<file path="src/rtl/vga_timing_pkg.sv">
`default_nettype none
// ============================================================================
//  Module   : vga_timing_pkg
//  Brief    : 640x480@60 default timing, derived totals/boundaries and the
//             region enum shared by the sync generator and display decoders.
//  Revision : 1.0 - initial release
// ============================================================================
package vga_timing_pkg;

    localparam int unsigned DEF_H_SYNC   = 96;
    localparam int unsigned DEF_H_BP     = 48;
    localparam int unsigned DEF_H_ACTIVE = 640;
    localparam int unsigned DEF_H_FP     = 16;
    localparam int unsigned DEF_V_SYNC   = 2;
    localparam int unsigned DEF_V_BP     = 33;
    localparam int unsigned DEF_V_ACTIVE = 480;
    localparam int unsigned DEF_V_FP     = 10;

    localparam int unsigned H_TOTAL = DEF_H_SYNC + DEF_H_BP + DEF_H_ACTIVE + DEF_H_FP;
    localparam int unsigned V_TOTAL = DEF_V_SYNC + DEF_V_BP + DEF_V_ACTIVE + DEF_V_FP;

    localparam int unsigned H_ACT_START = DEF_H_SYNC + DEF_H_BP;
    localparam int unsigned H_ACT_END   = H_ACT_START + DEF_H_ACTIVE;
    localparam int unsigned V_ACT_START = DEF_V_SYNC + DEF_V_BP;
    localparam int unsigned V_ACT_END   = V_ACT_START + DEF_V_ACTIVE;

    typedef enum logic [1:0] {
        SYNC        = 2'd0,
        BACK_PORCH  = 2'd1,
        ACTIVE      = 2'd2,
        FRONT_PORCH = 2'd3
    } vga_region_t;

    // Regions are laid out sync -> back porch -> active -> front porch from 0.
    function automatic vga_region_t region_of(
        input int unsigned pos,
        input int unsigned sync_w,
        input int unsigned bp_w,
        input int unsigned act_w
    );
        if (pos < sync_w)
            return SYNC;
        else if (pos < sync_w + bp_w)
            return BACK_PORCH;
        else if (pos < sync_w + bp_w + act_w)
            return ACTIVE;
        else
            return FRONT_PORCH;
    endfunction

endpackage
`default_nettype wire

</file>
<file path="src/rtl/vga_axis_counter.sv">
`default_nettype none
// ============================================================================
//  Module   : vga_axis_counter
//  Brief    : 10-bit position counter that wraps at TOTAL-1; exposes its
//             next-state value and a wrap strobe for cascading.
//  Revision : 1.0 - initial release
// ============================================================================
module vga_axis_counter #(
    parameter int unsigned TOTAL = 800
) (
    input  logic       clk,
    input  logic       rst_n,
    input  logic       i_inc,
    output logic [9:0] o_count,
    output logic [9:0] o_next,
    output logic       o_wrap
);

    localparam logic [9:0] c_last = 10'(TOTAL - 1);

    logic [9:0] r_count;
    logic [9:0] w_next;

    // Wrap is an explicit compare so non-power-of-two totals work.
    always_comb begin
        w_next = r_count;
        if (i_inc) begin
            if (r_count == c_last)
                w_next = 10'd0;
            else
                w_next = r_count + 10'd1;
        end
    end

    always_ff @(posedge clk or negedge rst_n) begin
        if (!rst_n)
            r_count <= 10'd0;
        else
            r_count <= w_next;
    end

    assign o_count = r_count;
    assign o_next  = w_next;
    assign o_wrap  = i_inc && (r_count == c_last);

endmodule
`default_nettype wire

</file>
<file path="src/rtl/vga_sync_gen.sv">
`default_nettype none
// ============================================================================
//  Module   : vga_sync_gen
//  Brief    : Free-running VGA timing generator (counters, negative syncs,
//             video-on and line/frame start flags). Define
//             VGA_SYNC_PIX_DIV2_EN for an internal divide-by-2 pixel tick.
//  Revision : 1.0 - initial release
// ============================================================================
module vga_sync_gen
    import vga_timing_pkg::*;
#(
    parameter int unsigned H_SYNC   = DEF_H_SYNC,
    parameter int unsigned H_BP     = DEF_H_BP,
    parameter int unsigned H_ACTIVE = DEF_H_ACTIVE,
    parameter int unsigned H_FP     = DEF_H_FP,
    parameter int unsigned V_SYNC   = DEF_V_SYNC,
    parameter int unsigned V_BP     = DEF_V_BP,
    parameter int unsigned V_ACTIVE = DEF_V_ACTIVE,
    parameter int unsigned V_FP     = DEF_V_FP
) (
    input  logic       CLK,
    input  logic       RST_N,
    input  logic       Enable,
    output logic       Pix_Tick,
    output logic [9:0] H_Counts,
    output logic [9:0] V_Counts,
    output logic       HSYNC,
    output logic       VSYNC,
    output logic       Video_On,
    output logic       Line_Start,
    output logic       Frame_Start
);

    localparam int unsigned c_h_total = H_SYNC + H_BP + H_ACTIVE + H_FP;
    localparam int unsigned c_v_total = V_SYNC + V_BP + V_ACTIVE + V_FP;

    if (c_h_total > 1024 || c_v_total > 1024) begin : g_bad_total
        $error("vga_sync_gen: H/V totals must not exceed 1024");
    end

    logic        w_adv;
    logic        w_h_wrap;
    logic        w_v_wrap;
    logic [9:0]  w_h_next;
    logic [9:0]  w_v_next;
    vga_region_t w_h_reg;
    vga_region_t w_v_reg;

    logic r_pix_tick;
    logic r_hsync;
    logic r_vsync;
    logic r_video_on;
    logic r_line_start;
    logic r_frame_start;

`ifdef VGA_SYNC_PIX_DIV2_EN
    logic r_phase;

    // Phase only moves on enabled edges, so a pause never skips a pixel.
    always_ff @(posedge CLK or negedge RST_N) begin
        if (!RST_N)
            r_phase <= 1'b0;
        else if (Enable)
            r_phase <= ~r_phase;
    end

    assign w_adv = Enable & r_phase;
`else
    assign w_adv = Enable;
`endif

    vga_axis_counter #(
        .TOTAL (c_h_total)
    ) u_h_cnt (
        .clk     (CLK),
        .rst_n   (RST_N),
        .i_inc   (w_adv),
        .o_count (H_Counts),
        .o_next  (w_h_next),
        .o_wrap  (w_h_wrap)
    );

    vga_axis_counter #(
        .TOTAL (c_v_total)
    ) u_v_cnt (
        .clk     (CLK),
        .rst_n   (RST_N),
        .i_inc   (w_h_wrap),
        .o_count (V_Counts),
        .o_next  (w_v_next),
        .o_wrap  (w_v_wrap)
    );

    // Flags derive from the next counts so they land with the counters.
    assign w_h_reg = region_of(32'(w_h_next), H_SYNC, H_BP, H_ACTIVE);
    assign w_v_reg = region_of(32'(w_v_next), V_SYNC, V_BP, V_ACTIVE);

    always_ff @(posedge CLK or negedge RST_N) begin
        if (!RST_N) begin
            r_pix_tick    <= 1'b0;
            r_hsync       <= 1'b0;
            r_vsync       <= 1'b0;
            r_video_on    <= 1'b0;
            r_line_start  <= 1'b1;
            r_frame_start <= 1'b1;
        end else begin
            r_pix_tick    <= w_adv;
            r_hsync       <= (w_h_reg != SYNC);
            r_vsync       <= (w_v_reg != SYNC);
            r_video_on    <= (w_h_reg == ACTIVE) && (w_v_reg == ACTIVE);
            r_line_start  <= (w_h_next == 10'd0);
            r_frame_start <= (w_h_next == 10'd0) && (w_v_next == 10'd0);
        end
    end

    assign Pix_Tick    = r_pix_tick;
    assign HSYNC       = r_hsync;
    assign VSYNC       = r_vsync;
    assign Video_On    = r_video_on;
    assign Line_Start  = r_line_start;
    assign Frame_Start = r_frame_start;

endmodule
`default_nettype wire
</file>
<file path="config.mk">
export PLATFORM = sky130hd
export DESIGN_NAME = vga_sync_gen
export DESIGN_NICKNAME = d
export VERILOG_FILES = /design/src/rtl/vga_timing_pkg.sv /design/src/rtl/vga_axis_counter.sv /design/src/rtl/vga_sync_gen.sv
export SDC_FILE = /design/constraint.sdc
export NUM_CORES = 1
export LEC_CHECK = 0
export ABC_CLOCK_PERIOD_IN_PS = 7200
export BUFFER_PORTS_ARGS = -buffer_cell sky130_fd_sc_hd__buf_2
export CELL_PAD_IN_SITES_DETAIL_PLACEMENT = 0
export CELL_PAD_IN_SITES_GLOBAL_PLACEMENT = 1
export CORE_MARGIN = 5
export CORE_UTILIZATION = 35
export CTS_BUF_LIST = sky130_fd_sc_hd__clkbuf_4 sky130_fd_sc_hd__clkbuf_8 sky130_fd_sc_hd__clkbuf_16
export DETAILED_ROUTE_END_ITERATION = 12
export HOLD_SLACK_MARGIN = 0.02
export PLACE_DENSITY_LB_ADDON = 0.1
export SLEW_MARGIN = 20
export SYNTH_ARGS = -nofsm -noshare
export SYNTH_HDL_FRONTEND = slang
export SYNTH_SLANG_ARGS = --single-unit
export TNS_END_PERCENT = 100
</file>
<file path="constraint.sdc">
create_clock -name CLK -period 7.2 [get_ports CLK]
set_input_delay 0.72 -clock CLK [delete_from_list [all_inputs] [get_ports CLK]]
set_output_delay 0.72 -clock CLK [all_outputs]
set_load 0.01 [all_outputs]
</file>
==> flow_summary.json <==
{
  "status": "finished, final reports clean",
  "htree_levels": 1,
  "place_inst": 270,
  "grt-ovfl-total": 0,
  "antenna_found_initial": 0,
  "cts_resized": 0,
  "dp_hpwl_um": 3160,
  "synthFlopType": "dfrtp_1",
  "irDropWorstVdd_mv": 0.0618,
  "port_buffers": 28,
  "dp_slack_ps": 4080,
  "drtPass1Iterations": 4,
  "n_antenna_cell": 0,
  "cts.sinks": 26,
  "synth_area_leaders": "dfrtp_1 35%, o21ai_0 4.7%, xnor2_1 3.6%, nand2_1 3.3%, dfstp_2 3.1%",
  "synth_most_common_cell": "dfrtp_1",
  "chipHeight_um": 80.0,
  "clk_path_buf_depth": 2,
  "synth.avg_cell_area_um2": 9.26,
  "synth_area_leader_cell": "dfrtp_1",
  "die_area_um2": 6390,
  "drv_cap": 0,
  "critPathCapture": "Frame_Start",
  "netlist_area_um2": 1710,
  "synth.top_cells.by_count": "24 x dfrtp_1, 16 x o21ai_0, 15 x nand2_1, 13 x inv_1, 9 x nor2_1",
  "cpLargestDelayFamily": "simple AND/OR/NAND/NOR gates",
  "ios": 29,
  "synth_top_family_by_area": "simple AND/OR/NAND/NOR gates",
  "synth_compound_gate_area_share_pct": 19.6,
  "synth_nets": 191,
  "cts_buffers": 3,
  "synthSimpleGateAreaFrac_pct": 26.3,
  "grt_max_degree": 27,
  "min_path_type": "in2async",
  "drt_iter0_markers": 84,
  "startpoint": "u_h_cnt.o_count[0]",
  "hold_buffers": 0,
  "ys_warn_count": 0,
  "grt_pass1_wl_um": 7310,
  "tns_ps": 0,
  "place_congestion": 0.872,
  "synth-seq-cells": 26,
  "fmax_mhz": 335,
  "crit_cells": 7,
  "grt_pass1_vias": 1485,
  "final_cell_area_um2": 1900,
  "end_kind": "register",
  "synth_fa_ha_area_share_pct": 2.19,
  "ys_types": 57,
  "r2r.worst_path.cells": 7,
  "drc_errors": 0,
  "filler_cell_count": 501,
  "synth_xor_area_share_pct": 5.62,
  "vias": 1493,
  "ys_seq_area_share_pct": 38.1,
  "synth_edf_count": 0,
  "pwr_density_cell_nw_per_um2": 200,
  "rr_startpoint": "u_h_cnt.o_count[0]",
  "path_buf_inv": 0,
  "crit_arrival_ps": 3180,
  "fp.coreArea_um2": 4720,
  "placed_area_um2": 1860,
  "start_util_pct": 36.3,
  "slew-limit-headroom_pct": 48.8,
  "crit_path_max_fanout": 13,
  "wire_per_inst_um": 15.4,
  "routed_wl_um": 4230,
  "syn_inst": 185,
  "final_layout_size_suffix_gt1_share_pct": 23.7,
  "synthMuxAreaShare_pct": 0.584,
  "fin_crit_sh_pct": 41.5,
  "cts_root_buffer": "clkbuf_8",
  "final_core_util_pct": 40.3,
  "max_stage_delay_ps": 730,
  "die_w_um": 80.0,
  "grt_use_total_pct": 14.2,
  "synth_top_area_share_pct": 35.1,
  "cts_setup_buffers": 0,
  "hold_viol": 0,
  "ff2ff_setup_slack_ps": 4210,
  "insertion_delay_ps": 270,
  "period_needed_ps": 2990,
  "fin_cells": 274,
  "antenna_left": 0,
  "tightest_slew_ps": 763,
  "setup_viol": 0,
  "fin_skew_ps": 8.53,
  "slowest_stage": "nor3_2",
  "crit_required_ps": 7400,
  "cpMostUsedCell": "nor3_2",
  "startpoint_type": "register",
  "setup_ws_ps": 4210,
  "synthToLayoutAreaGrowth_pct": 11.2,
  "tritoncts": "yes",
  "slew_viol_final": 0,
  "timing.rr.end": "Frame_Start",
  "total_leakage_power_nw": 0.855,
  "rsz0062_at_grt": "no",
  "avgViaCountPerCell": 5.45,
  "worstSetupPathType": "reg2reg",
  "synthArstFlopShare_pct": 100,
  "layout.nets": 214,
  "path_cells": "ha_1, nand4_2, nor3_2, o311a_2, o21ai_0, or4b_4, nor3_2",
  "path_clk_slew_ps": 90,
  "rows": 25
}
==> per-stage QoR <==
stage | total power, mW | hold WS [ps]
2_1_floorplan | 0.268 | 424
3_3_place_gp | 0.294 | 564
3_5_place_dp | 0.295 | 586
4_1_cts | 0.387 | 463
5_1_grt | 0.408 | 502
6_report | 0.381 | 450
==> where the power goes <==
group          switching, mW  internal [mW]
logic                 0.0532         0.0393
registers             0.0374          0.163
clock network         0.0449         0.0433
==> kinds of logic (layout without fill, tap and decap cells) <==
family                     Yosys count  in the layout
AOI/OAI and AO/OA                   47             47
xor gates and xnor gates            11             11
adders and majority gates            3              3
buffers and inverters               23             45
DFF                                 26             26
muxes                                1              1
and+or+nand+nor                     74             74
==> registers in the layout, summed over array words and instances (netlist names) <==
register and count:
Line_Start 1, u_h_cnt.o_count 10, Pix_Tick 1, VSYNC 1, Video_On 1, u_v_cnt.o_count 10, Frame_Start 1, HSYNC 1
==> routing by layer <==
| layer | vias up | track usage [%] | wire length [µm] |
|---|---|---|---|
| li1 | 731 | - | - |
| met1 | 736 | 19.1 | 2030 |
| met2 | 24 | 23.2 | 2010 |
| met3 | 2 | 2.37 | 172 |
| met4 | 0 | 4.22 | 27 |
| met5 | - | 0 | 0 |
==> placed cells by master (no fill, tap or decap), drive strengths merged, types with 2 or more instances in the layout <==
cell    netlist  routed
dfstp         2       2
a211oi        4       4
inv          13      13
ha            3       3
o211ai        5       5
nand3        10      10
nand2        15      15
or3           2       2
buf           8      28
o21ai        16      16
nand4         6       6
xnor2         7       7
o22ai         2       2
a21oi         5       5
nor4          4       4
nor3         10      10
nor2          9       9
and3          3       3
a22oi         3       3
xor2          4       4
or2           3       3
clkbuf        2       4
nand2b        2       2
dfrtp        24      24
==> area by class of cell <==
type	instances	area [µm²]	area share (%)
Tap cell	67	83.8	4.40
Sequential cell	26	653	34.3
Timing Repair Buffer	28	140	7.36
Inverter	13	48.8	2.56
Multi-Input combinational cell	136	930	48.8
Clock buffer	4	48.8	2.56
==> how the worst min path moves through the flow <==
| stage | to | slack, ps | depth (start not counted) |
|---|---|---|---|
| 2_1_floorplan | HSYNC | 420 | 0 |
| 3_3_place_gp | u_v_cnt.o_count[8] | 560 | 1 |
| 3_5_place_dp | u_v_cnt.o_count[8] | 590 | 1 |
| 4_1_cts | u_h_cnt.o_count[1] | 460 | 1 |
| 5_1_grt | u_h_cnt.o_count[8] | 500 | 1 |
| 6_report | u_v_cnt.o_count[8] | 450 | 1 |
Power figures use the tool's default switching activity.
